<file path="src/rtl/fetch_stage.sv">
// RV32 instruction fetch stage: owns the program counter, issues in-order imem
// requests under a credit limit, buffers responses and hands {pc, instr} to decode.
module fetch_stage #(
   parameter logic [31:0] RESET_PC = 32'h0000_0000,
   parameter int unsigned DEPTH    = 2
) (
   input  logic                   clk,
   input  logic                   rst_n,
   output logic                   imem_req_valid,
   input  logic                   imem_req_ready,
   output logic [31:0]            imem_req_addr,
   input  logic                   imem_rsp_valid,
   input  logic [31:0]            imem_rsp_data,
   input  logic                   redirect_valid,
   input  logic [31:0]            redirect_pc,
   output logic                   id_valid,
   input  logic                   id_ready,
   output logic [31:0]            id_pc,
   output logic [31:0]            id_instruction,
   output logic [$clog2(DEPTH):0] outstanding
);
   localparam int unsigned AW = $clog2(DEPTH);
   localparam int unsigned CW = AW + 1;
   localparam logic [31:0] NOP        = 32'h0000_0013;
   localparam logic [CW:0] CREDIT_MAX = (CW+1)'(DEPTH);
   localparam logic [CW-1:0] FULL     = CW'(DEPTH);

   logic [31:0]   fetch_pc_q, fetch_pc_d;
   logic [31:0]   rsp_pc_q, rsp_pc_d;
   logic [CW-1:0] outst_q, outst_d;
   logic [CW-1:0] drop_q, drop_d;
   logic [CW-1:0] count_q, count_d;
   logic [AW-1:0] wr_ptr_q, wr_ptr_d;
   logic [AW-1:0] rd_ptr_q, rd_ptr_d;
   logic [31:0]   fifo_pc_q    [DEPTH];
   logic [31:0]   fifo_instr_q [DEPTH];

   logic          has_head;
   logic          id_fire;
   logic          req_fire;
   logic          dropping;
   logic          push;
   logic          pop;
   logic [CW:0]   credit;
   logic [31:0]   redirect_aligned;

   assign redirect_aligned = redirect_pc & 32'hFFFF_FFFC;
   assign has_head         = (count_q != '0);

   assign id_valid = has_head & ~redirect_valid;
   assign id_fire  = id_valid & id_ready;

   // In-flight requests plus buffered entries may never exceed the buffer,
   // so every response that is kept always has a free slot.
   assign credit         = {1'b0, outst_q} + {1'b0, count_q} - (CW+1)'(id_fire);
   assign imem_req_valid = rst_n & ~redirect_valid & (credit < CREDIT_MAX);
   assign imem_req_addr  = fetch_pc_q;
   assign req_fire       = imem_req_valid & imem_req_ready;

   assign dropping = (drop_q != '0);
   assign push     = imem_rsp_valid & ~redirect_valid & ~dropping;
   assign pop      = id_fire;

   assign id_pc          = has_head ? fifo_pc_q[rd_ptr_q]    : 32'h0;
   assign id_instruction = has_head ? fifo_instr_q[rd_ptr_q] : NOP;
   assign outstanding    = outst_q;

   always_comb begin
      fetch_pc_d = fetch_pc_q;
      rsp_pc_d   = rsp_pc_q;
      outst_d    = outst_q;
      drop_d     = drop_q;
      count_d    = count_q;
      wr_ptr_d   = wr_ptr_q;
      rd_ptr_d   = rd_ptr_q;

      if (redirect_valid) begin
         // Everything still in flight belongs to the old path, except a
         // response landing right now, which is simply ignored.
         fetch_pc_d = redirect_aligned;
         rsp_pc_d   = redirect_aligned;
         outst_d    = outst_q - CW'(imem_rsp_valid);
         drop_d     = outst_q - CW'(imem_rsp_valid);
         count_d    = '0;
         wr_ptr_d   = '0;
         rd_ptr_d   = '0;
      end else begin
         outst_d = outst_q + CW'(req_fire) - CW'(imem_rsp_valid);
         count_d = count_q + CW'(push) - CW'(pop);
         if (req_fire) begin
            fetch_pc_d = fetch_pc_q + 32'd4;
         end
         if (imem_rsp_valid && dropping) begin
            drop_d = drop_q - CW'(1);
         end
         if (push) begin
            rsp_pc_d = rsp_pc_q + 32'd4;
            wr_ptr_d = wr_ptr_q + AW'(1);
         end
         if (pop) begin
            rd_ptr_d = rd_ptr_q + AW'(1);
         end
      end
   end

   always_ff @(posedge clk or negedge rst_n) begin
      if (!rst_n) begin
         fetch_pc_q <= RESET_PC;
         rsp_pc_q   <= RESET_PC;
         outst_q    <= '0;
         drop_q     <= '0;
         count_q    <= '0;
         wr_ptr_q   <= '0;
         rd_ptr_q   <= '0;
      end else begin
         fetch_pc_q <= fetch_pc_d;
         rsp_pc_q   <= rsp_pc_d;
         outst_q    <= outst_d;
         drop_q     <= drop_d;
         count_q    <= count_d;
         wr_ptr_q   <= wr_ptr_d;
         rd_ptr_q   <= rd_ptr_d;
      end
   end

   // Payload storage carries no reset; validity is tracked by count_q.
   always_ff @(posedge clk) begin
      if (push) begin
         fifo_pc_q[wr_ptr_q]    <= rsp_pc_q;
         fifo_instr_q[wr_ptr_q] <= imem_rsp_data;
      end
   end

   fifo_overflow_a: assert property (@(posedge clk) disable iff (!rst_n)
      !(push && !pop && count_q == FULL));

   rsp_underflow_a: assert property (@(posedge clk) disable iff (!rst_n)
      !(imem_rsp_valid && outst_q == '0));

endmodule

</file>
<file path="config.mk">
export PLATFORM = sky130hd
export DESIGN_NAME = fetch_stage
export DESIGN_NICKNAME = d
export VERILOG_FILES = /design/src/rtl/fetch_stage.sv
export SDC_FILE = /design/constraint.sdc
export NUM_CORES = 1
export LEC_CHECK = 0
export ABC_CLOCK_PERIOD_IN_PS = 3600
export CAP_MARGIN = 5
export CORE_MARGIN = 8
export CORE_UTILIZATION = 36
export DETAILED_ROUTE_END_ITERATION = 6
export DONT_BUFFER_PORTS = 1
export PLACE_DENSITY = 0.59
export SLEW_MARGIN = 30
export SYNTH_ARGS = -nofsm -noshare
export SYNTH_HDL_FRONTEND = slang
export SYNTH_SLANG_ARGS = --single-unit
</file>
<file path="constraint.sdc">
create_clock -name clk -period 3.6 [get_ports clk]
set_clock_uncertainty 0.05 [all_clocks]
set_input_delay 0.72 -clock clk [delete_from_list [all_inputs] [get_ports clk]]
set_output_delay 0.72 -clock clk [all_outputs]
set_load 0.02 [all_outputs]
</file>
---- Word-level counts from Yosys, hierarchy flattened ----
Memories as Yosys holds them, arrays and structs flattened.
Cells that the tools add are included.
operators by class
  muxes and demuxes ....................... 16
  order comparisons ....................... 1
  reductions and logical operators ........ 7
  bitwise logic cells ..................... 9
  $add $sub $neg .......................... 12
operators with widths
  operator                                                                      count
  32-bit two-way mux                                                            6
  32-bit by 3-bit adder with 32-bit output, second input constant               2
  2-bit nonzero test                                                            6
  2-bit two-way mux                                                             4
  1-bit bitwise AND                                                             7
  1-bit two-way mux                                                             6
  2-bit by 1-bit subtractor with 2-bit output                                   3
  2-bit by 1-bit adder with 2-bit output                                        2
  2-bit by 2-bit adder with 3-bit output                                        1
  3-bit by 2-bit less-than comparator with 1-bit output, second input constant  1
  3-bit by 1-bit subtractor with 3-bit output                                   1
  1-bit adder, second input constant                                            2
  1-bit NOT                                                                     2
  2-bit by 1-bit subtractor with 2-bit output, second input constant            1
  1-bit logical AND                                                             1
storage, ports and cells
  memory bits (writable) .................. 128
  word-level logic and storage cells ...... 54
  bits of input ports ..................... 70
  output and inout port bits .............. 100
  memories ................................ 2
  flip-flop bits (word level) ............. 72
memory list
  name          words  width  rd ports  clocked after memory_dff  wr ports  RTL line  source
  fifo_instr_q  2      32     1         0                         1         36        logic [31:0] fifo_instr_q [DEPTH];
  fifo_pc_q     2      32     1         0                         1         35        logic [31:0] fifo_pc_q [DEPTH];

---- Logic depth before layout (Yosys ltp) ----
Gate-level depths: netlist of the first run.
  depth after elaboration ................. 10
  mapped depth ............................ 16
  depth with buffers taken out ............ 14

---- Worst setup path before layout of the first run ----
OpenSTA, ideal clock, no wires.
  path kind ............................... input-to-reg
  start ................................... in redirect_valid
  end ..................................... mem fifo_instr_q[0][0], enable pin
  stages .................................. 4
  path buffers ............................ 1
  library setup time ...................... 0.482 ns
  arrival time ............................ 3.880 ns
  data required time ...................... 3.068 ns
  path slack .............................. -0.812 ns
  cell sequence ........................... inv_2 buf_1 nand3_1 nor2_1
on the way
  word-level cells in the longest chain between the ends .. 5
ends and longest elaborated chain
  what                                     RTL line  source
  start: declaration                       14        input logic redirect_valid,
  1-bit NOT                                61        assign push = imem_rsp_valid & ~redirect_valid & ~dropping;
  1-bit bitwise AND (2 in series)          61
  1-bit two-way mux                        128       if (push) begin
  1-bit two-way mux (not written as such)  130       fifo_instr_q[wr_ptr_q] <= imem_rsp_data;
  end: declaration                         36
Every way passes these cells.

---- Worst setup path after layout of the first run ----
  start ................................... reg count_q[0]
  end ..................................... out imem_req_valid
on the way
  word-level cells in the longest chain between the ends .. 6
  elaborated cells between the ends (all ways) .. 7
  classes of those cells .................. 2 x add/sub; 1 x order compare; 3 x bitwise; 1 x reduce/logical
ends and longest elaborated chain
  what                                                       RTL line  source
  start: declaration                                         32        logic [CW-1:0] count_q, count_d;
  start signal: assignment                                   120       count_q <= count_d;
  2-bit nonzero test                                         48        assign has_head = (count_q != '0);
  1-bit bitwise AND                                          50        assign id_valid = has_head & ~redirect_valid;
  1-bit bitwise AND                                          51        assign id_fire = id_valid & id_ready;
  3-bit by 1-bit subtractor with 3-bit output (*)            55        assign credit = {1'b0, outst_q} + {1'b0, count_q} - (CW+1)'(id_fire);
  3-bit by 2-bit less-than comparator with 1-bit output (*)  56        assign imem_req_valid = rst_n & ~redirect_valid & (credit < CREDIT_MAX);
  1-bit bitwise AND (*)                                      56
  end: declaration                                           9         output logic imem_req_valid,
Every way passes the cells marked *; elsewhere a longest branch is shown, timed or not.

==> summary.md, run 1 <==
| Metric | Value |
|---|---|
| Uppermost layer routed | met5 |
| Total inserted antenna cells | 0 |
| Critical Path RT | 2.83 ns |
| Post-route setup TNS | 0 ns |
| Top achievable clock speed | 0.3082 GHz |
| Max H-tree Level | 4 |
| Area added between synthesis and finish | 11.50% |
| Most frequent cells in the layout | edfxtp_1 (124), nor2_1 (90), dfrtp_1 (67) |
| Starting density of the core | 36.56% |
| Highest net fanout along the worst path | 3 |
| Number of fill cells | 2295 |
| Leakage power summed over all cells | 3.279 nW |
| RSZ-0062 raised after global routing | false |
| Depth of the worst register-to-register path | 11 |
| Wire length on met2 | 9.605 mm |
| Standard-cell rows | 57 |
| Mean number of vias per cell | 5.438 |
| Proportion of layout cells with a drive suffix above 1 | 9.772% |
| Fraction of synthesized cell area taken by the top area cell type | 42.00% |
| Number of buffers on the longest clock path | 2 |
| Total power | 5.928 mW |
| Cell with the largest stage delay on the worst path | fa_1 |
| Total DRC errors in the routed layout | 0 |
| Crit path capture | imem_req_valid |
| Routability cong. | 0.8598 |
| Detailed Routing Iterations Pass 1 | 5 |
| Number of clock sinks | 192 |
| Fraction of the mapped netlist area in compound gates | 7.805% |
| Maximum number of pins on one net before global-route repair | 69 |
| Vias in the first global route | 5619 |
| Top Family by Delay on Critical Path | simple AND/OR/NAND/NOR gates |
| Cell at the root of the clock tree | clkbuf_16 |
| Ratio of total power to cell area | 599.8 nW/µm² |
| Die height | 172.9 µm |
| Wire length of the first global-routing pass | 33.92 mm |
| Worst IR Drop VDD | 0.0002971 V |
| Setup Crit Path Kind | flip-flop to primary output |
| Cell accounting for the most synthesized area | edfxtp_1 |
| # Post-CTS Setup Buffers | 0 |
| DRT Wirelength | 21.74 mm |
| Drt first-iter violations | 329 |
| Capturing element type of the critical path | primary output |
| Final core utilization | 40.76% |
| Fraction of the mapped netlist area in adder cells | 1.496% |
| Number of flops mapped to enable cells by yosys | 124 |
| Final count of hold timing violations | 0 |
| Total of flip-flops plus latches after synthesis | 192 |
| Instance count on the critical path | 7 |
| Sequential share of the synthesized area | 61.20% |
| Count of boundary I/O pins | 170 |
| Worst setup margin | 0.3551 ns |
| Cells after synthesis | 737 |
| Class of the worst hold path | input port to async pin |
| Slew @ Worst Pin | 0.8532 ns |
| Die outline area | 29900 µm² |
| Headroom to the max-slew limit | 43.12% |
| Count of different cell masters after synthesis | 54 |
| Average detailed-routed wire length per instance | 20.29 µm |
| Final critical path time including I/O delays and setup | 3.245 ns |
| Count of yosys warnings during synthesis | 0 |
| Fraction of synthesized cell area in xor and xnor cells | 2.470% |
| Sum of overflow across all layers after global routing | 0 |
| Synthesized-area fraction occupied by and/or/nand/nor cells | 16.02% |
| Total core area | 24250 µm² |
| # port buffers | 0 |
| Run status | finished, final reports clean |
| CTS tree | yes |
| Crit path cell chain | o21ai_1 -> nor2_1 -> nor2b_1 -> o21ai_0 -> fa_1 -> xor2_1 -> and4_1 |
| Reg2reg start | count_q[0]$_DFF_PN0_ |
| Setup slack, reg-to-reg | 0.52 ns |
| Synthesized area per cell | 12.03 µm² |
| DRT met1 WL | 9.508 mm |
| Worst-Skew Late Latency | 0.44 ns |
| Final HPWL DP | 15.04 mm |
| Number of CTS-inserted buffers | 17 |
| Critical path data arrival time | 2.47 ns |
| Horiz. Die Dim | 172.9 µm |
| Proportion of synthesized area in mux cells | 8.257% |
| Launch point of the worst path | count_q[0]$_DFF_PN0_ |
| Share of flip-flops with an asynchronous set or reset after synthesis | 35.42% |
| Post-route fraction of the period consumed by the critical path | 90.14% |
| Combinational family with the most area after synthesis | simple AND/OR/NAND/NOR gates |
| Global Route Usage Sum | 14.44% |
| Flip-flop cell with the highest count after synthesis | edfxtp_1 |
| Number of nets in the layout | 814 |
| Setup Viol. Count Final | 0 |
| Worst setup timing slack at the placement stage | 0.2759 ns |
| Max-capacitance violation count | 0 |
| Capturing point of the worst reg2reg path | imem_req_addr[28]$_DFFE_PN0P_ |
| Residual antenna-violating net count after detailed routing | 0 |
| Antenna violations before repair | 1 |
| Synthesized cell area | 8865 µm² |
| Category of the worst setup path launch point | flip-flop |
| Worst-path clk slew | 0.08 ns |
| Pins over their slew limit | 0 |
| Largest stage delay on the critical path | 0.44 ns |
| Met3 Routed Length | 2.363 mm |
| Most common cell after layout, fill and taps aside | edfxtp_1 |
| Leading post-synthesis cells by cell area | edfxtp_1 (42%), dfrtp_1 (19%), mux2i_1 (7.1%), nor2_1 (3.9%), xnor2_1 (1.8%) |
| Vias post-DR | 5824 |
| Buffers plus inverters on the worst setup path | 0 |
## worst register-to-register path, stage by stage (launching register included)
cell and delay (ns):
dfrtp_1 0.38, o21ai_1 0.31, nor2_1 0.11, nor2b_1 0.13, o21ai_0 0.11, fa_1 0.55, nand4b_1 0.18, nor2_1 0.16
inv_1 0.08, buf_4 0.19, or4b_2 0.67, nand3_1 0.10
## through the flow
stage	instances	hold WS (ns)	cell area, µm²
after detailed placement	1038	0.3794	9276
after floorplan	740	0.3744	8876
final	1071	0.1084	9884
after global placement	1038	0.3789	9276
after global routing	1071	0.1144	9884
after CTS	1071	0.1157	9884
## cells by family after synthesis
| kind of cell | after synthesis |
|---|---|
| mux | 72 |
| flops | 192 |
| simple gates | 274 |
| buf+inv | 59 |
| fa+ha+maj | 10 |
| compound gates | 104 |
| other cells | 1 |
| xor+xnor | 25 |
## cell type report
type	instances	area (µm²)	share of cell area, %
tap	324	405.4	4.101
sequential	192	5429	54.92
timing repair buffer	17	172.7	1.747
clock buffer	18	429.2	4.342
clock inverter	14	151.4	1.532
inverter	17	63.81	0.6456
multi-input combinational	489	3233	32.71
## per-layer routing
layer	track usage (%)	vias to the layer above
met1	18.52	2844
li1	-	2762
met3	6.948	21
met2	21.70	195
met5	0	-
met4	3.342	2
## cells in the mapped netlist (2+ instances only)
library cell / count
nor2b_1: 5
ha_1: 9
a21oi_1: 10
nand2b_1: 4
buf_1: 8
nor2_1: 93
inv_1: 16
a31oi_1: 25
and3_1: 6
or4_1: 18
buf_2: 2
or2_2: 4
o311ai_0: 6
nor4_1: 7
xnor2_1: 18
nand4_1: 24
dfrtp_1: 68
a211o_1: 2
o31a_1: 10
o31ai_1: 9
o21a_1: 2
edfxtp_1: 124
nand3_1: 28
o41ai_1: 2
nor3_1: 7
xor2_1: 7
or3_1: 18
and2_1: 9
mux2i_1: 63
nand2_1: 35
a22oi_1: 4
o21ai_0: 25
clkbuf_1: 27
and4_1: 6
buf_4: 4
mux2_2: 9
o211ai_1: 6
## power by group
part	internal (mW)	switching (mW)	total, mW
registers	2.57	0.283	2.85
logic	0.404	0.814	1.22
clock network	0.936	0.921	1.86
total	3.91	2.02	5.93
## worst min path at each step
stage / startpoint / endpoint / slack, ns / cells past startpoint
3_3_place_gp: rst_n / imem_req_addr[19]$_DFFE_PN0P_ / 0.38 / 0
5_1_grt: rst_n / rsp_pc_q[18]$_DFFE_PN0N_ / 0.11 / 1
2_1_floorplan: rst_n / count_q[0]$_DFF_PN0_ / 0.37 / 0
3_5_place_dp: rst_n / imem_req_addr[19]$_DFFE_PN0P_ / 0.38 / 0
6_report: rst_n / rsp_pc_q[12]$_DFFE_PN0N_ / 0.11 / 1
4_1_cts: rst_n / rsp_pc_q[19]$_DFFE_PN0N_ / 0.12 / 1
## registers in the layout (all words and copies together) (netlist names)
signal,flops
fifo_instr_q,64
fifo_pc_q,60
imem_req_addr,30
rsp_pc_q,30
count_q,2
drop_q,2
outstanding,2
rd_ptr_q,1
wr_ptr_q,1
## repair_timing
action / 4_1_cts / 5_1_grt
hold buffers: 1 / 0
hold endpoints to repair: 68 / 0
gates resized for setup: 0 / 1
setup endpoints to repair: 0 / 1
No activity file was read; power rests on OpenSTA's default activity.
==> inputs of run 2 (changes only) <==
--- a/config.mk
+++ b/config.mk
@@ -7,7 +7,7 @@
 export LEC_CHECK = 0
 export ABC_CLOCK_PERIOD_IN_PS = 3600
 export CAP_MARGIN = 5
-export CORE_MARGIN = 8
+export CORE_MARGIN = 2
 export CORE_UTILIZATION = 36
 export DETAILED_ROUTE_END_ITERATION = 6
 export DONT_BUFFER_PORTS = 1
==> summary.md, run 2 (synthesis results as in run 1) <==
| Metric | Value |
|---|---|
| Max H-tree Level | 4 |
| Final count of hold timing violations | 0 |
| Headroom to the max-slew limit | 42.55% |
| Sum of overflow across all layers after global routing | 0 |
| Setup Viol. Count Final | 0 |
| CTS tree | yes |
| Number of standard cells in the layout, taps in and fillers out | 1073 |
| Number of CTS-inserted buffers | 17 |
| Critical Path RT | 2.83 ns |
| Capturing element type of the critical path | primary output |
| Starting density of the core | 36.56% |
| DRT Wirelength | 20.71 mm |
| Ratio of total power to cell area | 595.5 nW/µm² |
| Top Family by Delay on Critical Path | simple AND/OR/NAND/NOR gates |
| Largest stage delay on the critical path | 0.43 ns |
| Placed cell count | 1039 |
| Number of buffers on the longest clock path | 2 |
| Run status | finished, final reports clean |
| Class of the worst hold path | input port to async pin |
| Total DRC errors in the routed layout | 0 |
| Horiz. Die Dim | 160.9 µm |
| Number of fill cells | 2357 |
| Setup Crit Path Kind | flip-flop to primary output |
| Global Route Usage Sum | 16.43% |
| Average detailed-routed wire length per instance | 19.30 µm |
| Setup slack, reg-to-reg | 0.53 ns |
| Drt first-iter violations | 323 |
| Die outline area | 25900 µm² |
| Largest register FFs | 64 |
| Vias in the first global route | 5636 |
| Critical path data arrival time | 2.46 ns |
| Number of nets in the layout | 815 |
| Worst IR Drop VDD | 0.0003041 V |
| RSZ-0062 raised after global routing | false |
| Pins over their slew limit | 0 |
| Max-capacitance violation count | 0 |
| Leading registers by flop count | fifo_instr_q x64, fifo_pc_q x60 |
| Final HPWL DP | 14.10 mm |
| Highest net fanout along the worst path | 7 |
| Maximum number of pins on one net before global-route repair | 69 |
| Worst-Skew Late Latency | 0.43 ns |
| Wire length of the first global-routing pass | 32.64 mm |
| Final critical path time including I/O delays and setup | 3.231 ns |
| Cell at the root of the clock tree | clkbuf_16 |
| Crit path cell chain | buf_4 -> nor3_1 -> o21ai_0 -> fa_1 -> xor2_1 -> and4_1 |
| Residual antenna-violating net count after detailed routing | 0 |
| Top achievable clock speed | 0.3095 GHz |
| Cell with the largest stage delay on the worst path | fa_1 |
| Detailed Routing Iterations Pass 1 | 5 |
| Area added between synthesis and finish | 11.22% |
| Count of boundary I/O pins | 170 |
| Worst-path clk slew | 0.08 ns |
| Buffers plus inverters on the worst setup path | 1 |
| # port buffers | 0 |
| Post-route fraction of the period consumed by the critical path | 89.76% |
| Mean number of vias per cell | 5.433 |
| Total core area | 24250 µm² |
| Antenna violations before repair | 1 |
| Final core utilization | 40.66% |
| Category of the worst setup path launch point | flip-flop |
| Most common cell after layout, fill and taps aside | edfxtp_1 |
| Leakage power summed over all cells | 3.272 nW |
| Most frequent cells in the layout | edfxtp_1 (124), nor2_1 (90), dfrtp_1 (67) |
| Number of clock sinks | 192 |
| Vias post-DR | 5830 |
| Slew @ Worst Pin | 0.8618 ns |
| Standard-cell rows | 57 |
| Register name with the most flops | fifo_instr_q |
| Routability cong. | 0.8479 |
| Die height | 160.9 µm |
| Proportion of layout cells with a drive suffix above 1 | 9.893% |
-- run 2: cell types whose count changed in the layout (fill, tap and decap cells not counted), sizes merged --
cell / previous run / this run
clkbuf: 18 / 19
buf: 17 / 18
clkinvlp: 1 / 2
diode: 0 / 1
clkinv: 2 / 3
inv: 28 / 25
-- run 2: path summary, 6_finish.rpt --
check	start	endpoint	depth (start not counted)
min	rst_n	imem_req_addr[22]$_DFFE_PN0P_	1
min reg2reg	rsp_pc_q[31]$_DFFE_PN0N_	fifo_pc_q[0][31]$_DFFE_PP_	0
min in group clk	redirect_valid	rd_ptr_q$_DFFE_PN0P_	1
max	count_q[0]$_DFF_PN0_	imem_req_valid	6
max reg2reg	count_q[0]$_DFF_PN0_	imem_req_addr[28]$_DFFE_PN0P_	10
max in group asynchronous	rst_n	rd_ptr_q$_DFFE_PN0P_	1
-- run 2: cell type report --
type / count / area (µm²) / share of cell area, %
diodes: 1 / 2.502 / 0.02538
inverters: 17 / 63.81 / 0.6472
clock inverters: 13 / 115.1 / 1.168
multi-input cells: 489 / 3233 / 32.79
clock buffers: 19 / 442.9 / 4.492
repair buffers: 18 / 167.7 / 1.701
well taps: 324 / 405.4 / 4.112
flip-flops and latches: 192 / 5429 / 55.06
-- run 2: worst register-to-register path, delay by kind of cell (launching register included) --
| family | cells | cell delay, ns |
|---|---|---|
| simple gates | 5 | 1.42 |
| buf+inv | 3 | 0.44 |
| compound gates | 1 | 0.17 |
| flops | 1 | 0.37 |
| fa+ha+maj | 1 | 0.55 |
-- run 2: through the flow --
stage | TNS [ns] | hold WS, ns | power (mW) | setup slack (ns) | area (µm²)
finish | 0 | 0.1207 | 5.871 | 0.3688 | 9859
global route | 0 | 0.1280 | 6.190 | 0.1831 | 9857
CTS | 0 | 0.1285 | 5.949 | 0.3276 | 9857
detailed placement | 0 | 0.3777 | 4.123 | 0.2115 | 9271
global placement | 0 | 0.3782 | 4.101 | 0.2413 | 9271
floorplan | -100.74 | 0.3744 | 3.782 | -0.8124 | 8876
-- run 2: report_power, final --
group          switching, mW  internal (mW)
logic                  0.805          0.409
clock network          0.870          0.929
registers              0.287           2.57
-- run 2: layer usage --
| layer | share of wire (%) | track usage, % | wire, µm | vias to the layer above |
|---|---|---|---|---|
| met3 | 8.5 | 5.888 | 1763 | 16 |
| met2 | 46 | 25.36 | 9461 | 181 |
| li1 | - | - | - | 2754 |
| met1 | 45 | 22.07 | 9259 | 2879 |
| met4 | 1.1 | 4.302 | 221 | 0 |
| met5 | 0 | 0 | 0 | - |
-- run 2: repair_timing --
item,CTS,global route
buffers inserted,0,0
hold endpoints to repair,68,0
hold buffers,1,0
gates resized for setup,0,0
